--- src/rtl/interval_timer_pkg.sv ---
// Shared types for the interval timer: FSM state encoding.
package timer_pkg;

    typedef enum logic [0:0] {
        IDLE = 1'b0,
        RUN  = 1'b1
    } timer_state_t;

endpackage : timer_pkg

--- src/rtl/interval_timer_if.sv ---
// Control/status bundle between the CSR side and the interval timer.
interface interval_timer_if #(
    parameter int WIDTH      = 32,
    parameter int PRESCALE_W = 8
);
    logic                  start;
    logic                  stop;
    logic                  periodic;
    logic [WIDTH-1:0]      load_val;
    logic [PRESCALE_W-1:0] prescale;
    logic                  irq_ack;
    logic [WIDTH-1:0]      count;
    logic                  busy;
    logic                  expired;
    logic                  irq;
    logic                  overrun;

    // CSR / software side drives control, observes status
    modport master (
        output start, stop, periodic, load_val, prescale, irq_ack,
        input  count, busy, expired, irq, overrun
    );

    // Timer side consumes control, produces status
    modport slave (
        input  start, stop, periodic, load_val, prescale, irq_ack,
        output count, busy, expired, irq, overrun
    );
endinterface : interval_timer_if

--- src/rtl/interval_timer_prescaler.sv ---
// Prescale down-counter: emits a tick every (prescale+1) enabled clocks.
// The divider value is captured on restart and reused on every reload.
module interval_prescaler #(
    parameter int PRESCALE_W = 8
) (
    input  logic                  clk,
    input  logic                  rst_n,
    input  logic                  restart_i,
    input  logic                  en_i,
    input  logic [PRESCALE_W-1:0] prescale_i,
    output logic                  tick_o
);
    localparam logic [PRESCALE_W-1:0] PS_ZERO = {PRESCALE_W{1'b0}};
    localparam logic [PRESCALE_W-1:0] PS_ONE  = {{(PRESCALE_W-1){1'b0}}, 1'b1};

    logic [PRESCALE_W-1:0] cnt_q, cnt_d;
    logic [PRESCALE_W-1:0] reload_q, reload_d;

    // Tick is due whenever the counter has run down while enabled
    assign tick_o = en_i && (cnt_q == PS_ZERO);

    // Next-state: restart loads the new divider, otherwise count down and wrap
    always_comb begin
        cnt_d    = cnt_q;
        reload_d = reload_q;
        if (restart_i) begin
            cnt_d    = prescale_i;
            reload_d = prescale_i;
        end else if (en_i) begin
            if (cnt_q == PS_ZERO) begin
                cnt_d = reload_q;
            end else begin
                cnt_d = cnt_q - PS_ONE;
            end
        end else begin
            cnt_d = cnt_q;
        end
    end

    // Prescaler state registers
    always_ff @(posedge clk or negedge rst_n) begin
        if (!rst_n) begin
            cnt_q    <= PS_ZERO;
            reload_q <= PS_ZERO;
        end else begin
            cnt_q    <= cnt_d;
            reload_q <= reload_d;
        end
    end
endmodule : interval_prescaler

--- src/rtl/interval_timer.sv ---
// Programmable down-counting interval timer with one-shot/periodic modes,
// sticky interrupt and overrun flag. stop beats start beats tick.
module interval_timer
    import timer_pkg::*;
#(
    parameter int WIDTH      = 32,
    parameter int PRESCALE_W = 8
) (
    input  logic             clk,
    input  logic             rst_n,
    interval_timer_if.slave  bus
);
    localparam logic [WIDTH-1:0] CNT_ZERO = {WIDTH{1'b0}};
    localparam logic [WIDTH-1:0] CNT_ONE  = {{(WIDTH-1){1'b0}}, 1'b1};

    timer_state_t     state_q, state_d;
    logic [WIDTH-1:0] count_q, count_d;
    logic [WIDTH-1:0] reload_q, reload_d;
    logic             mode_q, mode_d;
    logic             busy_q;
    logic             expired_q;
    logic             irq_q, irq_d;
    logic             overrun_q, overrun_d;
    logic             expire_s;
    logic             tick_s;
    logic             restart_s;
    logic             ps_en_s;

    // A real (non-zero) start restarts the prescaler; a stop freezes it
    assign restart_s = bus.start && !bus.stop && (bus.load_val != CNT_ZERO);
    assign ps_en_s   = (state_q == RUN) && !bus.stop;

    interval_prescaler #(
        .PRESCALE_W (PRESCALE_W)
    ) u_prescaler (
        .clk        (clk),
        .rst_n      (rst_n),
        .restart_i  (restart_s),
        .en_i       (ps_en_s),
        .prescale_i (bus.prescale),
        .tick_o     (tick_s)
    );

    // FSM next-state, count update and expiry detection
    always_comb begin
        state_d  = state_q;
        count_d  = count_q;
        reload_d = reload_q;
        mode_d   = mode_q;
        expire_s = 1'b0;
        if (bus.stop) begin
            state_d = IDLE;
        end else if (bus.start) begin
            if (bus.load_val == CNT_ZERO) begin
                expire_s = 1'b1;
                count_d  = CNT_ZERO;
                state_d  = IDLE;
            end else begin
                reload_d = bus.load_val;
                mode_d   = bus.periodic;
                count_d  = bus.load_val;
                state_d  = RUN;
            end
        end else begin
            case (state_q)
                RUN: begin
                    if (!tick_s) begin
                        count_d = count_q;
                    end else if (count_q > CNT_ONE) begin
                        count_d = count_q - CNT_ONE;
                    end else begin
                        expire_s = 1'b1;
                        if (mode_q) begin
                            count_d = reload_q;
                        end else begin
                            count_d = CNT_ZERO;
                            state_d = IDLE;
                        end
                    end
                end
                IDLE:    state_d = IDLE;
                default: state_d = IDLE;
            endcase
        end
    end

    // Sticky interrupt/overrun: a coincident expiry wins over acknowledge
    always_comb begin
        irq_d     = irq_q;
        overrun_d = overrun_q;
        if (bus.irq_ack) begin
            irq_d     = 1'b0;
            overrun_d = 1'b0;
        end else begin
            irq_d     = irq_q;
            overrun_d = overrun_q;
        end
        if (expire_s) begin
            irq_d = 1'b1;
            if (irq_q && !bus.irq_ack) begin
                overrun_d = 1'b1;
            end else begin
                overrun_d = overrun_d;
            end
        end else begin
            irq_d = irq_d;
        end
    end

    // State and output registers
    always_ff @(posedge clk or negedge rst_n) begin
        if (!rst_n) begin
            state_q   <= IDLE;
            count_q   <= CNT_ZERO;
            reload_q  <= CNT_ZERO;
            mode_q    <= 1'b0;
            busy_q    <= 1'b0;
            expired_q <= 1'b0;
            irq_q     <= 1'b0;
            overrun_q <= 1'b0;
        end else begin
            state_q   <= state_d;
            count_q   <= count_d;
            reload_q  <= reload_d;
            mode_q    <= mode_d;
            busy_q    <= (state_d == RUN);
            expired_q <= expire_s;
            irq_q     <= irq_d;
            overrun_q <= overrun_d;
        end
    end

    assign bus.count   = count_q;
    assign bus.busy    = busy_q;
    assign bus.expired = expired_q;
    assign bus.irq     = irq_q;
    assign bus.overrun = overrun_q;
endmodule : interval_timer

--- src/flat_wrapper.sv ---
// flat-port wrapper written by rule: the top's interface ports become plain ports
module interval_timer_flat import timer_pkg::*;
#(
    parameter int WIDTH      = 32,
    parameter int PRESCALE_W = 8
)
  (clk, rst_n, bus_start, bus_stop, bus_periodic, bus_load_val, bus_prescale, bus_irq_ack, bus_count, bus_busy, bus_expired, bus_irq, bus_overrun);
  interval_timer_if #(.WIDTH(WIDTH), .PRESCALE_W(PRESCALE_W)) bus_i ();
  input  logic clk;
  input  logic rst_n;
  input wire logic [$bits(bus_i.start)-1:0] bus_start;
  input wire logic [$bits(bus_i.stop)-1:0] bus_stop;
  input wire logic [$bits(bus_i.periodic)-1:0] bus_periodic;
  input wire logic [$bits(bus_i.load_val)-1:0] bus_load_val;
  input wire logic [$bits(bus_i.prescale)-1:0] bus_prescale;
  input wire logic [$bits(bus_i.irq_ack)-1:0] bus_irq_ack;
  output wire logic [$bits(bus_i.count)-1:0] bus_count;
  output wire logic [$bits(bus_i.busy)-1:0] bus_busy;
  output wire logic [$bits(bus_i.expired)-1:0] bus_expired;
  output wire logic [$bits(bus_i.irq)-1:0] bus_irq;
  output wire logic [$bits(bus_i.overrun)-1:0] bus_overrun;
  assign bus_i.start = bus_start;
  assign bus_i.stop = bus_stop;
  assign bus_i.periodic = bus_periodic;
  assign bus_i.load_val = bus_load_val;
  assign bus_i.prescale = bus_prescale;
  assign bus_i.irq_ack = bus_irq_ack;
  assign bus_count = bus_i.count;
  assign bus_busy = bus_i.busy;
  assign bus_expired = bus_i.expired;
  assign bus_irq = bus_i.irq;
  assign bus_overrun = bus_i.overrun;
  interval_timer #(.WIDTH(WIDTH), .PRESCALE_W(PRESCALE_W)) u_core (.clk(clk), .rst_n(rst_n), .bus(bus_i));
endmodule
--- config.mk ---
export PLATFORM = sky130hd
export DESIGN_NAME = interval_timer_flat
export DESIGN_NICKNAME = d
export VERILOG_FILES = /design/src/rtl/interval_timer_pkg.sv /design/src/rtl/interval_timer_if.sv /design/src/rtl/interval_timer_prescaler.sv /design/src/rtl/interval_timer.sv /design/src/flat_wrapper.sv
export SDC_FILE = /design/constraint.sdc
export NUM_CORES = 1
export LEC_CHECK = 0
export CORE_UTILIZATION = 25
export CTS_CLUSTER_SIZE = 28
export DETAILED_ROUTE_END_ITERATION = 16
export GPL_ROUTABILITY_DRIVEN = 0
export GPL_TIMING_DRIVEN = 0
export PLACE_DENSITY = 0.5
export RECOVER_POWER = 50
export SKIP_LAST_GASP = 1
export SLEW_MARGIN = 10
export SYNTH_ARGS = -nofsm -noshare
export SYNTH_HDL_FRONTEND = slang
export SYNTH_SLANG_ARGS = --single-unit
--- constraint.sdc ---
create_clock -name clk -period 6.9 [get_ports clk]
set_input_delay 1.38 -clock clk [delete_from_list [all_inputs] [get_ports clk]]
set_output_delay 1.38 -clock clk [all_outputs]
set_load 0.005 [all_outputs]
After elaboration in Yosys (flattened, before gate mapping)
Cells that the tools add are included.
- register bits: 85
- output and inout port bits: 36
- word-level logic and storage cells: 58
- $add $sub $neg: 2
- $lt $le $gt $ge: 1
- multiplexer cells: 27
- bitwise logic cells: 3
- reductions and logical operators: 16
- operator list (kind ; count):
    two-way mux 32 bit ; 6
    > comparator 32 x 1 -> 1 bit, second input constant ; 1
    zero test 32 bit ; 1
    nonzero test 32 bit ; 1
    subtractor 32 x 1 -> 32 bit, second input constant ; 1
    two-way mux 8 bit ; 3
    two-way mux 1 bit ; 17
    zero test 8 bit ; 1
    nonzero test 2 bit ; 4
    subtractor 8 x 1 -> 8 bit, second input constant ; 1
    AND reduction 3 bit ; 2
    logical AND 1 bit ; 5
    NOT 1 bit ; 3
    zero test 1 bit ; 2
    one-hot mux 1 bit (2 select lines) ; 1

Logic depth before layout (Yosys ltp)
- word-level depth: 8
- gate-level depth with buffers: 10

Cells and area by module
Synthesis repeated with hierarchy kept, for this count alone.
- cell total of the unflattened synthesis: 524
- area total of the unflattened synthesis: 4631.9 µm²
- by module, submodules not included (module ; instances ; cells an instance ; area an instance (µm²) ; seq. area each (µm²)):
    interval_timer ; 1 ; 439 ; 3762.4 ; 1726.7
    interval_prescaler ; 1 ; 85 ; 869.6 ; 400.4

Worst setup path before layout
No wires, ideal clock.
- path type: input to register
- start point: in bus_load_val[16]
- end point: reg u_core.count_q[12] (netlist: u_core.bus.count[12])
- arrival: 2.889 ns
- required time: 6.772 ns
- path slack: 3.884 ns
- cell stages on the path: 7
- path buffers: 1
- cell sequence: nor4_1 nand2_1 nor4_4 nor2_1 buf_2 a222oi_1 nand2_1
- word-level cells in the longest chain between the ends: 3
- RTL lines (element ; RTL line ; RTL):
    start, declared ; flat_wrapper.sv:14 ; input wire logic [$bits(bus_i.load_val)-1:0] bus_load_val;
    zero test 32 bit ; interval_timer.sv:54 ; if (bus.load_val == CNT_ZERO) begin
    two-way mux 32 bit ; interval_timer.sv:54 ;
    two-way mux 32 bit ; interval_timer.sv:53 ; end else if (bus.start) begin
    end signal, assigned ; interval_timer.sv:123 ; count_q <= count_d;
    end, declared ; interval_timer.sv:17 ; logic [WIDTH-1:0] count_q, count_d;
Every way passes these cells.
A chain may end at the register's enable or synchronous reset.

Final worst setup path
- start point: in bus_load_val[16]
- end point: reg u_core.reload_q[25]
- word-level cells in the longest chain between the ends: 3
- RTL lines (element ; RTL line ; RTL):
    zero test 32 bit ; interval_timer.sv:54 ;
    NOT 1 bit (no source line) ; n/a ;
    AND reduction 3 bit (no source line) ; n/a ;
    end signal, assigned ; interval_timer.sv:124 ; reload_q <= reload_d;
    end, declared ; interval_timer.sv:18 ; logic [WIDTH-1:0] reload_q, reload_d;
Every way passes these cells.

==> metrics.md <==
| Metric | Value |
|---|---|
| Gate power share | 0.217 |
| Core ar. | 19460 um^2 |
| Vias in the first global route | 4757 |
| Worst path max stage delay | 0.64 ns |
| RSZ-0062 raised after global routing | no |
| H-tree levels | 3 |
| Fill cell count | 2078 |
| Sinks on Clock Net | 85 |
| Row count | 51 |
| Fmax | 236.5 MHz |
| Crit Path Class | in -> reg |
| Final Util | 0.3315 |
| Sw power | 0.4671 mW |
| Largest area contributor in the netlist | dfrtp_1 |
| CP endpoint kind | flip-flop |
| Actual slew at the worst max-slew pin | 1.635 ns |
| Final nets | 749 |
| Seq cells post-synth | 85 |
| Hold wc startpoint | u_core.reload_q[12] |
| Share of the synthesized area in the top cell type | 0.4278 |
| Top_reg_cell synth | dfrtp_1 |
| Layout cell share with drive strength beyond 1 | 0.07386 |
| Buf/Inv on CP | 3 |
| CTS buffer count | 9 |
| IO Pins | 82 |
| Met2 GRT Util | 0.2881 |
| Die width | 143.0 um |
| Wire length after detailed routing | 17510 um |
| CP max stage cell | nor4_1 |
| Antenna violations before repair | 0 |
| Top area cells in the synthesized netlist | dfrtp_1, nand2_1, nor2_1 |
| Crit Reg-Reg Endpoint | u_core.bus.count[24] |
| Hold_ws | 0.4659 ns |
| N_diodes | 0 |
| Worst Hold Path Cells | 2 |
| Routed wire per std cell | 18.07 um |
| Critical Path RT | 7.15 ns |
| Post-synthesis async set-or-reset flop share | 1.000 |
| Part of the power in registers | 0.428 |
| Fin. Hold Viols | 0 |
| Rel. slew slack | -0.09012 |
| CTS Root Buffer Type | clkbuf_16 |
| First DRT Iteration DRCs | 486 |
| Post-layout min period | 4.228 ns |
| Synth cell types | 67 |
| Post-DRT Antenna Nets | 0 |
| Total internal power | 1.032 mW |
| Longest Clk Path Bufs | 2 |
| Critical path startpoint category | input port |
| Cell area power density | 232.4 nW/um^2 |
| Reg2Reg Setup Slack | 4.02 ns |
| Post-Syn Nets | 656 |
| Layout area overhead | 29.77% |
| Worst Setup SP | bus_load_val[16] |
| Delay-heaviest family, CP | simple AND/OR/NAND/NOR gates |
| Setup-failing EPs final | 0 |
| Hold path endpoint | u_core.bus.count[12] |
| GR Overflow Total | 0 |
| Post-CTS resize count | 0 |
| GR Layer Usage met3 | 0.03521 |
| Tcrit/Tclk final | 0.6127 |
| Total die area | 20460 um^2 |
| Crit path DAT | 4.48 ns |
| All-Layer GR Usage | 0.1804 |
| Die height | 143.0 um |
| CTS Hold Bufs | 0 |
| GR peak layer | met2 |
| Clk Latency, worst-skew pair | 0.36 ns |
| Setup TNS | 0 ns |
| First-pass GRT wire length | 27560 um |
| Most frequent cells in the layout | nand2_1, dfrtp_1, clkdlybuf4s50_1 |
| Share of total power in the clock network | 0.355 |
| Crit path top cell by count | nand2_1 |
| Status | complete, but fails checks |
| Synth warn | 0 |
| Number of synthesized flops with an enable pin | 0 |
| Hpwl dp | 12980 um |
| Sequential share of the synthesized area | 0.4278 |
| CTS tree | yes |
| IO buf count | 81 |
| Drt pass-1 iters | 5 |
| Mapped cell area | 4972 um^2 |
| Path depth of the worst reg2reg path | 8 |
| Initial Util | 0.2555 |
| Most common cell after layout, fill and taps aside | nand2_1 |
| Pleak | 2.710 nW |
| Sw Ratio | 0.3115 |
| Routed vias | 4860 |
| Post-CTS Setup Inserts | 0 |
| Hold/Removal Path Class | reg -> reg |
| Met1 Usage GRT | 0.2452 |
| Largest net degree at the start of global routing | 60 |
| Failing checks | capacitance limit, slew limit |
| Final Max Tran Viols | 27 |
| Max Clock Skew | 0.01150 ns |
| R2r startpoint | u_core.bus.count[0] |
| Worst VDD drop | 0.1194 mV |
| Max cap viols | 1 |
| Post-Syn Instances | 606 |
| Synthesized area per cell | 8.205 um^2 |
| Crit path max fanout | 10 |
| Reg clk slew, reported paths | 0.07 ns |
| Vias per cell | 5.015 |
| CP cell instances | clkdlybuf4s50_1, nor4_1, nand2_1, nor4_4, nor2_1, buf_2, clkbuf_1, nand2_1, nand2_1 |
| DRC Markers | 0 |
-- logic make-up (layout without fill, tap and decap cells) --
group | after synthesis | in the layout | synth area share
XOR/XNOR | 11 | 11 | 0.01938
multiplexers | 6 | 6 | 0.01258
buffers and inverters | 47 | 145 | 0.04278
AO/OA/AOI/OAI | 145 | 145 | 0.1897
flip-flops | 85 | 85 | 0.4278
AND/OR/NAND/NOR | 308 | 308 | 0.2977
adder cells (fa/ha/maj) | 4 | 4 | 0.01007
-- worst max path at each step --
| stage | cells past startpoint | slack, ns | to |
|---|---|---|---|
| finish | 9 | 2.67 | u_core.reload_q[25] |
| global route | 9 | 2.43 | u_core.reload_q[12] |
| CTS | 9 | 2.71 | u_core.reload_q[16] |
| detailed placement | 9 | 2.35 | u_core.reload_q[28] |
| floorplan | 7 | 3.88 | u_core.bus.count[12] |
| global placement | 1 | 1.04 | u_core.reload_q[16] |
-- per-stage QoR --
| step | instance area, um^2 | instances | power (mW) | setup WS, ns |
|---|---|---|---|---|
| 2_1_floorplan | 4972 | 606 | 0.8094 | 3.884 |
| 4_1_cts | 6456 | 969 | 1.517 | 2.711 |
| 5_1_grt | 6452 | 969 | 1.576 | 2.427 |
| 6_report | 6452 | 969 | 1.499 | 2.672 |
| 3_5_place_dp | 6140 | 953 | 0.9812 | 2.350 |
| 3_3_place_gp | 6115 | 952 | 0.9775 | 1.043 |
-- synth_stat cells (3+ instances only) --
| master | number |
|---|---|
| nand2_1 | 160 |
| dfrtp_1 | 85 |
| nor2_1 | 52 |
| o21ai_0 | 33 |
| a21oi_1 | 22 |
| a31oi_1 | 22 |
| clkbuf_1 | 20 |
| nor3_1 | 20 |
| nor4_1 | 15 |
| inv_1 | 13 |
| nand3_1 | 13 |
| o211ai_1 | 13 |
| buf_2 | 11 |
| o21ai_1 | 9 |
| xnor2_1 | 9 |
| o31ai_1 | 7 |
| and3_1 | 5 |
| nand2b_1 | 5 |
| a211oi_1 | 4 |
| a22oi_1 | 4 |
| a32oi_1 | 4 |
| ha_1 | 4 |
| mux2i_1 | 4 |
| o22ai_1 | 4 |
| or3_1 | 4 |
| or4_1 | 4 |
| a21o_1 | 3 |
| buf_6 | 3 |
| nand3b_1 | 3 |
| nor3_2 | 3 |
| nor4_4 | 3 |
-- layer usage --
layer | wire length, um | up-vias
met5 | 0 | -
met4 | 343 | 0
met3 | 922 | 22
met2 | 8216 | 150
met1 | 8026 | 2351
li1 | - | 2337
-- registers in the layout, indices dropped and copies added, names as in the netlist --
signal,cells
u_core.mode_q,1
u_core.u_prescaler.reload_q,8
u_core.bus.expired,1
u_core.bus.count,32
u_core.bus.irq,1
u_core.state_q,1
u_core.reload_q,32
u_core.bus.overrun,1
u_core.u_prescaler.cnt_q,8
-- worst register-to-register path, cell delays in order, from the launching register on --
cell      delay (ns)
dfrtp_1         0.46
inv_1           0.11
ha_1            0.24
or3b_1          0.50
nor3_1          0.61
and2_2          0.32
nor4bb_1        0.29
a31oi_1         0.06
o211ai_1        0.20
-- power by group through the flow --
stage	Combinational [mW]	Clock (mW)	Sequential [mW]
after floorplan	0.181	0	0.629
after global placement	0.327	0	0.650
after detailed placement	0.331	0	0.650
after CTS	0.332	0.543	0.642
after global routing	0.366	0.558	0.652
final	0.326	0.533	0.641
-- cell type report --
| cell class | instances | area, um^2 | area share |
|---|---|---|---|
| multi-input cells | 474 | 2633 | 0.4080 |
| flip-flops and latches | 85 | 2127 | 0.3296 |
| well taps | 265 | 331.6 | 0.05139 |
| repair buffers | 82 | 832.0 | 0.1290 |
| plain buffers | 34 | 163.9 | 0.02540 |
| inverters | 13 | 48.80 | 0.007563 |
| clock inverters | 6 | 87.58 | 0.01357 |
| clock buffers | 10 | 229.0 | 0.03549 |
Note: power is estimated with default switching activity, not from simulation.
